File: config.mk
export PLATFORM = sky130hd
export DESIGN_NAME = rv32_grng_clt_unit_flat
export DESIGN_NICKNAME = d
export VERILOG_FILES = /design/src/rtl/rv32_grng_clt_unit_if.sv /design/src/rtl/rv32_grng_clt_unit.sv /design/src/flat_wrapper.sv
export SDC_FILE = /design/constraint.sdc
export NUM_CORES = 1
export LEC_CHECK = 0
export CORE_ASPECT_RATIO = 1.2
export CORE_MARGIN = 2
export CORE_UTILIZATION = 55
export DETAILED_ROUTE_END_ITERATION = 7
export PLACE_DENSITY = 0.76
export SYNTH_ARGS = -nofsm -noshare
export SYNTH_HDL_FRONTEND = slang
export SYNTH_SLANG_ARGS = --single-unit
export TNS_END_PERCENT = 30
File: constraint.sdc
create_clock -name clk -period 10.8 [get_ports clk]
set_input_delay 2.16 -clock clk [delete_from_list [all_inputs] [get_ports clk]]
set_output_delay 2.16 -clock clk [all_outputs]
set_load 0.02 [all_outputs]
File: src/rtl/rv32_grng_clt_unit_if.sv
// Request/response bundle for the central-limit Gaussian RNG unit.
// The master side is the requester/consumer; the slave side is the unit itself.
interface rv32_grng_clt_unit_if #(
  parameter int OUT_W = 32
);
  typedef struct packed {
    logic enable;    // request one sample
    logic set_seed;  // reseed all lanes (wins over enable)
  } grng_ctrl_t;

  grng_ctrl_t         ctrl_i;
  logic [31:0]        seed_i;
  logic               out_ready_i;
  logic               out_valid_o;
  logic [OUT_W-1:0]   out_data_o;

  modport master (
    output ctrl_i, seed_i, out_ready_i,
    input  out_valid_o, out_data_o
  );

  modport slave (
    input  ctrl_i, seed_i, out_ready_i,
    output out_valid_o, out_data_o
  );
endinterface

File: src/rtl/rv32_grng_clt_unit.sv
// Gaussian RNG functional unit: sums the top SOURCE_W bits of NUM_SOURCES
// independent 32-bit Galois LFSR lanes and removes the mean, giving a
// zero-mean central-limit approximation of a normal sample.
// Build macro GRNG_PIPE_EN: adds register stage S1 between the adder tree and
// the output register (latency 2 instead of 1, still one sample per cycle).
module rv32_grng_clt_unit #(
  parameter int NUM_SOURCES = 4,
  parameter int SOURCE_W    = 12,
  parameter int OUT_W       = 32
) (
  input  logic                  clk,
  input  logic                  resetn,
  rv32_grng_clt_unit_if.slave   bus
);
  localparam logic [31:0]      GOLDEN = 32'h9E3779B9;
  localparam logic [31:0]      POLY   = 32'h80200003;
  // Mean of the raw slice sum; subtracting it centres the output on zero.
  localparam logic [OUT_W-1:0] BIAS   = OUT_W'(NUM_SOURCES) << (SOURCE_W - 1);

  generate
    if (NUM_SOURCES < 1 || SOURCE_W < 1 || SOURCE_W > 32 ||
        OUT_W < SOURCE_W + $clog2(NUM_SOURCES) + 1) begin : g_bad_params
      $error("rv32_grng_clt_unit: illegal NUM_SOURCES/SOURCE_W/OUT_W combination");
    end
  endgenerate

  // An all-zero Galois LFSR never leaves zero, so zero states are replaced by 1.
  function automatic logic [31:0] nonzero(input logic [31:0] v);
    return (v == 32'h0) ? 32'h1 : v;
  endfunction

  logic [31:0]      lane_q   [NUM_SOURCES];
  logic [31:0]      lane_d   [NUM_SOURCES];
  logic [31:0]      lane_rst [NUM_SOURCES];
  logic [OUT_W-1:0] sample_d;
  logic             out_valid_q, out_valid_d;
  logic [OUT_W-1:0] out_data_q, out_data_d;
  logic             set_seed, advance, accept;

  // The whole datapath moves only when the output register is empty or draining.
  assign set_seed = bus.ctrl_i.set_seed;
  assign advance  = ~out_valid_q | bus.out_ready_i;
  assign accept   = bus.ctrl_i.enable & ~set_seed & advance;

  generate
    for (genvar gi = 0; gi < NUM_SOURCES; gi++) begin : g_lane
      // Per-lane decorrelation constant (golden-ratio multiple of the lane index).
      localparam logic [31:0] LANE_K = 32'(gi) * GOLDEN;
      assign lane_rst[gi] = nonzero(LANE_K ^ 32'h1);
      assign lane_d[gi]   = set_seed ? nonzero(bus.seed_i ^ LANE_K) :
                            accept   ? (lane_q[gi][0] ? ((lane_q[gi] >> 1) ^ POLY)
                                                      : (lane_q[gi] >> 1)) :
                                       lane_q[gi];
    end
  endgenerate

  // Lane state register: reseed, step on accept, otherwise frozen.
  always_ff @(posedge clk or negedge resetn) begin
    if (!resetn) begin
      for (int i = 0; i < NUM_SOURCES; i++) lane_q[i] <= lane_rst[i];
    end else begin
      for (int i = 0; i < NUM_SOURCES; i++) lane_q[i] <= lane_d[i];
    end
  end

  // Adder tree over the pre-step lane slices, then remove the bias.
  always_comb begin
    sample_d = '0;
    for (int i = 0; i < NUM_SOURCES; i++) begin
      sample_d = sample_d + OUT_W'(lane_q[i][31 -: SOURCE_W]);
    end
    sample_d = sample_d - BIAS;
  end

`ifdef GRNG_PIPE_EN
  logic             s1_valid_q, s1_valid_d;
  logic [OUT_W-1:0] s1_data_q, s1_data_d;

  // Two-stage next state: S1 captures the adder result, output takes S1.
  always_comb begin
    s1_valid_d  = s1_valid_q;
    s1_data_d   = s1_data_q;
    out_valid_d = out_valid_q;
    out_data_d  = out_data_q;
    if (set_seed) begin
      s1_valid_d  = 1'b0;
      out_valid_d = 1'b0;
    end else if (advance) begin
      s1_valid_d  = accept;
      if (accept) s1_data_d = sample_d;
      out_valid_d = s1_valid_q;
      if (s1_valid_q) out_data_d = s1_data_q;
    end
  end

  // S1 register.
  always_ff @(posedge clk or negedge resetn) begin
    if (!resetn) begin
      s1_valid_q <= 1'b0;
      s1_data_q  <= '0;
    end else begin
      s1_valid_q <= s1_valid_d;
      s1_data_q  <= s1_data_d;
    end
  end
`else
  // Single stage: an accepted request lands in the output register next cycle.
  always_comb begin
    out_valid_d = out_valid_q;
    out_data_d  = out_data_q;
    if (set_seed) begin
      out_valid_d = 1'b0;
    end else if (advance) begin
      out_valid_d = accept;
      if (accept) out_data_d = sample_d;
    end
  end
`endif

  // Output register; data is held untouched while stalled.
  always_ff @(posedge clk or negedge resetn) begin
    if (!resetn) begin
      out_valid_q <= 1'b0;
      out_data_q  <= '0;
    end else begin
      out_valid_q <= out_valid_d;
      out_data_q  <= out_data_d;
    end
  end

  assign bus.out_valid_o = out_valid_q;
  assign bus.out_data_o  = out_data_q;
endmodule
File: src/flat_wrapper.sv
// flat-port wrapper written by rule: the top's interface ports become plain ports
module rv32_grng_clt_unit_flat 
#(
  parameter int NUM_SOURCES = 4,
  parameter int SOURCE_W    = 12,
  parameter int OUT_W       = 32
)
  (clk, resetn, bus_ctrl_i, bus_seed_i, bus_out_ready_i, bus_out_valid_o, bus_out_data_o);
  rv32_grng_clt_unit_if #(.OUT_W(OUT_W)) bus_i ();
  input  logic clk;
  input  logic resetn;
  input wire logic [$bits(bus_i.ctrl_i)-1:0] bus_ctrl_i;
  input wire logic [$bits(bus_i.seed_i)-1:0] bus_seed_i;
  input wire logic [$bits(bus_i.out_ready_i)-1:0] bus_out_ready_i;
  output wire logic [$bits(bus_i.out_valid_o)-1:0] bus_out_valid_o;
  output wire logic [$bits(bus_i.out_data_o)-1:0] bus_out_data_o;
  assign bus_i.ctrl_i = bus_ctrl_i;
  assign bus_i.seed_i = bus_seed_i;
  assign bus_i.out_ready_i = bus_out_ready_i;
  assign bus_out_valid_o = bus_i.out_valid_o;
  assign bus_out_data_o = bus_i.out_data_o;
  rv32_grng_clt_unit #(.NUM_SOURCES(NUM_SOURCES), .SOURCE_W(SOURCE_W), .OUT_W(OUT_W)) u_core (.clk(clk), .resetn(resetn), .bus(bus_i));
endmodule
### Yosys cells after proc, flatten, opt, wreduce, memory -nomap -nowiden

Index checks and enable logic that the tools add are counted.
W data, S select, Z words.

| word-level totals | value |
|---|---|
| bits in registers | 161 |
| input bits | 37 |
| output and inout bits | 33 |
| word-level logic and storage cells | 47 |

| cells by class | value |
|---|---|
| $add $sub $neg | 4 |
| muxes and demuxes | 18 |
| bitwise gates (word level) | 12 |
| reductions and logical operators | 7 |

Operators by type and width:

| cell | count |
|---|---|
| $mux W32 | 16 |
| $logic_not A32 Y1 | 4 |
| $add A32 B12 Y32 | 2 |
| $sub A32 B14 Y32 const B | 1 |
| $not A20 Y20 | 1 |
| $not A19 Y19 | 1 |
| $not A18 Y18 | 1 |
| $not A3 Y4 | 4 |
| $add A12 B12 Y13 | 1 |
| $reduce_bool A2 Y1 | 2 |
| $reduce_and A3 Y1 | 1 |
| $and A1 B1 Y1 | 2 |
| $mux W1 | 2 |
| $not A1 Y1 | 2 |
| $or A1 B1 Y1 | 1 |

### Longest topological paths before layout

Gate-level depths: netlist of the first run.

| depth | value |
|---|---|
| depth after elaboration | 5 |
| depth in mapped cells | 17 |
| mapped depth without buffers | 17 |

### Least setup slack after synthesis of the first run

OpenSTA, ideal clock, no wires.

| path | value |
|---|---|
| kind | reg-to-reg |
| start | reg u_core.lane_q[84] (netlist name) |
| end | reg u_core.out_data_q[12], in the netlist u_core.bus.out_data_o[12] |
| setup time | 125 ps |
| data arrival time | 3690 ps |
| data required time | 10675 ps |
| slack | 6985 ps |
| stages on the path, launching flop included | 18 |
| path buffers | 0 |
| period minus slack after synthesis | 3815 ps |
| cells stage by stage | dfstp_2 > ha_1 > inv_1 > fa_1 > nor2b_1 > o21ai_0 > nand2b_1 > xnor2_1 > fa_1 > inv_1 > ha_1 > a21o_1 > a21oi_1 > a21oi_1 > o211ai_1 > nand2_1 > fa_1 > mux2_2 |

| on the way | value |
|---|---|
| longest elaborated chain between the ends | 4 |

RTL lines:

| what | RTL line | text |
|---|---|---|
| start: declaration | rv32_grng_clt_unit.sv:32 | `logic [31:0] lane_q [NUM_SOURCES];` |
| $add A12 B12 Y13 | rv32_grng_clt_unit.sv:70 | `sample_d = sample_d + OUT_W'(lane_q[i][31 -: SOURCE_W]);` |
| $add A32 B12 Y32 (2 in series) | rv32_grng_clt_unit.sv:70 |  |
| $sub A32 B14 Y32 | rv32_grng_clt_unit.sv:72 | `sample_d = sample_d - BIAS;` |
| named net u_core.sample_d[12] | rv32_grng_clt_unit.sv:35 | `logic [OUT_W-1:0] sample_d;` |
| end signal: assignment | rv32_grng_clt_unit.sv:127 | `out_data_q <= out_data_d;` |
| end: declaration | rv32_grng_clt_unit.sv:37 | `logic [OUT_W-1:0] out_data_q, out_data_d;` |

The timed path passes the listed nets, and every way through them passes these cells.
A chain may end at the register's enable or synchronous reset.

### Worst setup path after layout of the first run

| path | value |
|---|---|
| start | in bus_out_ready_i |
| end | reg u_core.lane_q[36] (netlist name) |

| on the way | value |
|---|---|
| longest elaborated chain between the ends | 3 |

RTL lines:

| what | RTL line | text |
|---|---|---|
| start: declaration | flat_wrapper.sv:14 | `input wire logic [$bits(bus_i.out_ready_i)-1:0] bus_out_ready_i;` |
| $or A1 B1 Y1 | rv32_grng_clt_unit.sv:42 | `assign advance = ~out_valid_q \| bus.out_ready_i;` |
| $and A1 B1 Y1 | rv32_grng_clt_unit.sv:43 | `assign accept = bus.ctrl_i.enable & ~set_seed & advance;` |
| $reduce_bool A2 Y1 (no line) | -- |  |

No other way between the ends.

==> results.sh, run 1 <==
export IMPL_status="finished clean"
export IMPL_r2r_slack_ns=6.46
export IMPL_max_slew_margin_pct=43.64
export IMPL_tightest_slew_ns=0.8454
export IMPL_clockRootBuffer="clkbuf_16"
export IMPL_antenna_cells=0
export IMPL_grt_pass1_wl_um=31550
export IMPL_port_buffers=69
export IMPL_yosysWarnings=0
export IMPL_pre_cts_slack_ns=5.933
export IMPL_setup_violations=0
export IMPL_core_region_area_um2=14900
export IMPL_synthAdderAreaFrac_pct=7.221
export IMPL_fin_nets=1000
export IMPL_die_y_um=138.7
export IMPL_crit_type="in -> reg"
export IMPL_antenna_found_initial=0
export IMPL_hold_viol_final=0
export IMPL_wl_per_cell_um=16.65
export IMPL_clk_pin_slew_ns=0.06
export IMPL_initial_core_util_pct=55.82
export IMPL_grt_pass1_vias=6439
export IMPL_cp_max_fo=64
export IMPL_synth_top_family_by_area="compound AO/OA/AOI/OAI gates"
export IMPL_dr_pass1_iters=5
export IMPL_route_vias_total=6653
export IMPL_ys_seq_area_share_pct=46.89
export IMPL_final_cell_area_um2=9672
export IMPL_overflow=0
export IMPL_maxCapViolations=0
export IMPL_cp_arrival_ns=4.84
export IMPL_track_usage_pct=24.72
export IMPL_synthXorXnorAreaFrac_pct=2.527
export IMPL_syn_num_nets=963
export IMPL_die_x_um=116.3
export IMPL_dpl_cell_area_um2=9046
export IMPL_die_area_um2=16130
export IMPL_htree_levels=4
export IMPL_synth_common_cells="170 x nand2_1, 96 x dfrtp_1, 60 x a31oi_1, 57 x dfstp_2"
export IMPL_clock_path_buffers=2
export IMPL_async_flop_share_pct=100.0
export IMPL_ios=70
export IMPL_finalWirelength_um=19000
export IMPL_hold_depth=2
export IMPL_synth_seq_cells=153
export IMPL_syn_area_per_cell_um2=9.376
export IMPL_mappedNetlistArea_um2=8317
export IMPL_hpwl_um=12840
export IMPL_synth_edff_count=0
export IMPL_min_to="u_core.bus.out_data_o[10]"
export IMPL_max_clock_freq_mhz=223.0
export IMPL_worstPathRequired_ns=11.15
export IMPL_post_cts_resized=0
export IMPL_synth_cell_types=48
export IMPL_synthSimpleGateAreaFrac_pct=15.38
export IMPL_synth_top_area_share_pct=28.89
export IMPL_insertion_delay_ns=0.43
export IMPL_cts_hold_buf=0
export IMPL_area_delta_synth_final_pct=16.29
export IMPL_startpoint_type="input port"
export IMPL_vdd_drop_max_mv=0.1321
export IMPL_skew_ns=0.007713
export IMPL_gp_congestion=0.8819
export IMPL_rsz0062_at_grt="no"
export IMPL_power_uw=2191
export IMPL_drc=0
export IMPL_setup_tns_ns=0
export IMPL_drv_slew=0
export IMPL_layout_drive_gt1_share_pct=11.21
export IMPL_synth_mux_area_share_pct=4.859
export IMPL_hp_start="u_core.bus.out_data_o[10]"
export IMPL_ys_flop_type="dfrtp_1"
export IMPL_postCtsSetupBuffers=0
export IMPL_timing_rr_end="u_core.bus.out_data_o[12]"
export IMPL_hold_path_class="reg -> reg"
export IMPL_drt_iter0_markers=481
export IMPL_finalCritPeriodShare_pct=41.53
export IMPL_finish_utilization_pct=64.92
export IMPL_cts_buffers=17
export IMPL_vias_per_cell=5.831
export IMPL_r2r_cells=15
export IMPL_synthTopCellsByArea="dfrtp_1 29%, dfstp_2 18%, nand2_1 7.7%, a31oi_1 4.5%, mux2i_1 4.5%"
export IMPL_ant_nets=0
export IMPL_yosys_cell_count_top_type="nand2_1"
export IMPL_synth_cells=887
export IMPL_rr_startpoint="u_core.lane_q[84]"
export IMPL_setup_worst_path_end_class="flop"
export IMPL_rows=49
export IMPL_finalCriticalPeriod_ns=4.485
export IMPL_p_leak_uw=0.004263
export IMPL_synth_compound_area_share_pct=17.89
export IMPL_finalWorstSetupSlack_ns=6.315
export IMPL_p_per_area_nw_per_um2=226.6
export IMPL_grt_max_degree=89
export IMPL_synth_top_cell_by_area="dfrtp_1"
export IMPL_cts_tree="yes"
export IMPL_cts_sinks=153
==> kinds of logic after synthesis <==
| kind of cell | count (synthesis) |
|---|---|
| buffers and inverters | 101 |
| DFF | 153 |
| muxes | 40 |
| adders and majority gates | 39 |
| xor gates and xnor gates | 24 |
| and+or+nand+nor | 294 |
| AOI/OAI and AO/OA | 236 |
==> critical path, stage by stage <==
cell             delay (ns)
clkdlybuf4s50_1        0.40
nand2b_1               0.35
nand2_4                0.67
buf_4                  0.70
nand2_1                0.14
and3_1                 0.23
a21oi_1                0.14
==> metrics by stage <==
stage,hold slack (ns),cells
finish,0.4775,1141
detailed placement,0.4665,1109
global placement,0.4595,1109
CTS,0.4808,1141
global route,0.5030,1141
floorplan,0.5028,887
==> state kept, by name, indices dropped and copies added (netlist names) <==
name                    flops
u_core.lane_q             128
u_core.bus.out_data_o      24
u_core.bus.out_valid_o      1
==> how the worst max path moves through the flow <==
| stage | startpoint | endpoint | slack (ns) |
|---|---|---|---|
| final | bus_out_ready_i | u_core.lane_q[36] | 6.32 |
| after detailed placement | bus_out_ready_i | u_core.lane_q[32] | 5.93 |
| after global routing | bus_out_ready_i | u_core.lane_q[36] | 6.15 |
| after CTS | bus_out_ready_i | u_core.lane_q[36] | 6.32 |
| after global placement | bus_out_ready_i | u_core.lane_q[101] | 6.05 |
| after floorplan | u_core.lane_q[84] | u_core.bus.out_data_o[12] | 6.98 |
==> metal layers <==
metal	up-vias	GRT usage [%]	part of all wire, %
met5	-	0	0
met4	0	9.900	2.3
met3	36	5.157	5.6
met2	227	39.53	49
met1	3235	32.76	43
li1	3155	-	-
==> cells in the final DEF, fill, tap and decap left out, drive strengths merged, types with 3 or more instances in the layout <==
master	netlist	layout
nand2	170	170
dfrtp	96	96
clkdlybuf4s50	0	67
a31oi	60	60
dfstp	57	57
nor2	49	49
a21oi	49	49
inv	43	46
o21ai	43	43
mux2i	37	37
a21boi	25	25
ha	24	24
clkbuf	29	19
xnor2	16	16
nand3	15	15
fa	15	15
a21o	13	13
and3	13	13
o31ai	11	11
o21bai	11	11
nor3	10	10
buf	29	9
xor2	8	8
nand4	8	8
o21a	7	7
nor4	6	6
a211oi	6	6
nand2b	6	6
clkinvlp	0	5
or4	4	4
bufinv	0	4
nor2b	3	3
a211o	3	3
mux2	3	3
==> layout make-up <==
cell class	instances	area (um2)
multi-input combinational	633	3990
clock inverter	13	192.7
tap	204	255.2
fill	1213	5226
sequential	153	3900
inverter	43	161.4
clock buffer	19	432.9
timing repair buffer	76	739.5
==> where the power goes <==
group	total [uW]	internal, uW	switching, uW
Clock	633	389	244
Sequential	757	690	67.0
Combinational	801	360	441
(Power assumes the default switching activity.)
==> run 2, diff against run 1 <==
- clock period: 10.8 -> 4.45 ns (I/O delays scaled with it)
==> results.sh, run 2 (same netlist as run 1, synthesis figures left out) <==
export IMPL_worstPathRequired_ns=4.76
export IMPL_grt_max_degree=117
export IMPL_layoutNonFillerInstCount=1142
export IMPL_cp_num_buf_inv=1
export IMPL_setup_tns_ns=0
export IMPL_setup_violations=0
export IMPL_multi_input_area_um2=3990
export IMPL_die_x_um=116.3
export IMPL_layout_area_seq_um2=3900
export IMPL_maxCapViolations=0
export IMPL_hpwl_um=13070
export IMPL_status="finished clean"
export IMPL_crit_type="reg -> reg"
export IMPL_finalWirelength_um=19310
export IMPL_die_y_um=138.7
export IMPL_vdd_drop_max_mv=0.2341
export IMPL_ios=70
export IMPL_finalCriticalPeriod_ns=4.177
export IMPL_fill_cells=1245
export IMPL_overflow=0
export IMPL_rows=49
export IMPL_placed_cells=1110
export IMPL_hold_path_class="reg -> reg"
export IMPL_layout_cells_most_common_list="169 x nand2_1, 96 x dfrtp_1, 67 x clkdlybuf4s50_1"
export IMPL_setup_worst_path_end_class="flop"
export IMPL_p_leak_uw=0.004288
export IMPL_route_vias_total=6631
export IMPL_finalCritPeriodShare_pct=93.86
export IMPL_clk_pin_slew_ns=0.06
export IMPL_drc=0
export IMPL_gp_congestion=0.8869
export IMPL_layout_drive_gt1_share_pct=11.41
export IMPL_fin_nets=1001
export IMPL_top_register="u_core.lane_q"
export IMPL_initial_core_util_pct=55.82
export IMPL_dr_pass1_iters=5
export IMPL_antenna_cells=0
export IMPL_hold_ws_ns=0.4730
export IMPL_core_region_area_um2=14900
export IMPL_clock_path_buffers=2
export IMPL_cp_arrival_ns=4.49
export IMPL_tightest_slew_ns=0.8683
export IMPL_cp_common_cell="fa_1"
export IMPL_wl_per_cell_um=16.91
export IMPL_cts_buffers=17
export IMPL_htree_levels=4
export IMPL_crit_chain="ha_1 > inv_1 > fa_1 > nor2b_1 > o211ai_1 > a21oi_1 > xnor2_1 > fa_1 > ha_1 > nand4_1 > a21oi_1 > o211ai_1 > nand2_1 > fa_1 > mux2_2"
export IMPL_rsz0062_at_grt="no"
export IMPL_drt_iter0_markers=443
export IMPL_port_buffers=69
export IMPL_clockRootBuffer="clkbuf_16"
export IMPL_max_slew_margin_pct=42.12
export IMPL_globalRoute_busiestLayer="met2"
export IMPL_grt_pass1_vias=6453
export IMPL_track_usage_pct=25.21
export IMPL_p_per_area_nw_per_um2=540.4
export IMPL_area_delta_synth_final_pct=16.58
export IMPL_grt_use_met3_pct=5.507
export IMPL_vias_per_cell=5.806
export IMPL_die_area_um2=16130
export IMPL_hold_viol_final=0
export IMPL_cts_tree="yes"
export IMPL_grt_pass1_wl_um=32240
export IMPL_largest_reg_flops=128
export IMPL_postCtsSetupBuffers=0
export IMPL_startpoint_type="flop"
export IMPL_drv_slew=0
export IMPL_skew_ns=0.006438
export IMPL_antenna_found_initial=0
export IMPL_grtUsageMet2_pct=40.09
export IMPL_final_common_cell="nand2_1"
export IMPL_cts_sinks=153
export IMPL_critPathMaxStageDelay_ns=0.55
export IMPL_post_cts_resized=0
export IMPL_ant_nets=0
export IMPL_max_clock_freq_mhz=239.4
export IMPL_cp_max_fo=8
export IMPL_critPathSlowestCell="dfstp_2"
export IMPL_crit_family="adder cells"
export IMPL_cts_hold_buf=0
export IMPL_insertion_delay_ns=0.43
export IMPL_grt_util_met1_pct=34.20
run 2: per-layer routing:
layer  vias up  part of all wire (%)  wire, um
met5         -                     0         0
met4         0                   2.3       442
met3        34                   5.0       962
met2       195                    49      9541
met1      3238                    43      8362
li1       3164                     -         -
run 2: final cells by class:
class / count / share of cell area (%)
timing repair buffer: 77 / 8.220
multi-input combinational: 633 / 41.15
inverter: 43 / 1.665
sequential: 153 / 40.22
clock buffer: 21 / 4.852
tap: 204 / 2.633
clock inverter: 11 / 1.252
run 2: final timing paths:
kind	cells past startpoint	slack (ns)	from	to
setup reg to reg	15	0.27	u_core.lane_q[84]	u_core.bus.out_data_o[12]
hold / removal	1	0.47	u_core.bus.out_data_o[19]	u_core.bus.out_data_o[19]
max in group asynchronous	2	3.02	resetn	u_core.lane_q[92]
hold reg to reg	1	0.47	u_core.bus.out_data_o[19]	u_core.bus.out_data_o[19]
min in group asynchronous	1	0.57	resetn	u_core.bus.out_data_o[2]
setup / recovery	15	0.27	u_core.lane_q[84]	u_core.bus.out_data_o[12]
run 2: power by group:
part / total, uW / internal [uW] / switching (uW)
clock: 1450 / 868 / 578
combinational: 1950 / 882 / 1070
sequential: 1840 / 1680 / 167
total: 5240 / 3430 / 1810
run 2: through the flow:
step	setup WS, ns	utilization (%)	area (um2)	total power [uW]
after floorplan	0.6348	-	8317	3197
final	0.2733	65.08	9696	5239
after global routing	0.02009	65.08	9696	5583
after global placement	0.4271	61.11	9104	3750
after CTS	0.2727	65.08	9696	5264
after detailed placement	0.3107	61.11	9104	3809
run 2: worst register-to-register path: stages (launching register included):
cell and delay, ns:
dfstp_2 0.55, ha_1 0.18, inv_1 0.06, fa_1 0.41, nor2b_1 0.18, o211ai_1 0.17, a21oi_1 0.24, xnor2_1 0.17
fa_1 0.46, ha_1 0.42, nand4_1 0.13, a21oi_1 0.23, o211ai_1 0.11, nand2_1 0.08, fa_1 0.40, mux2_2 0.26
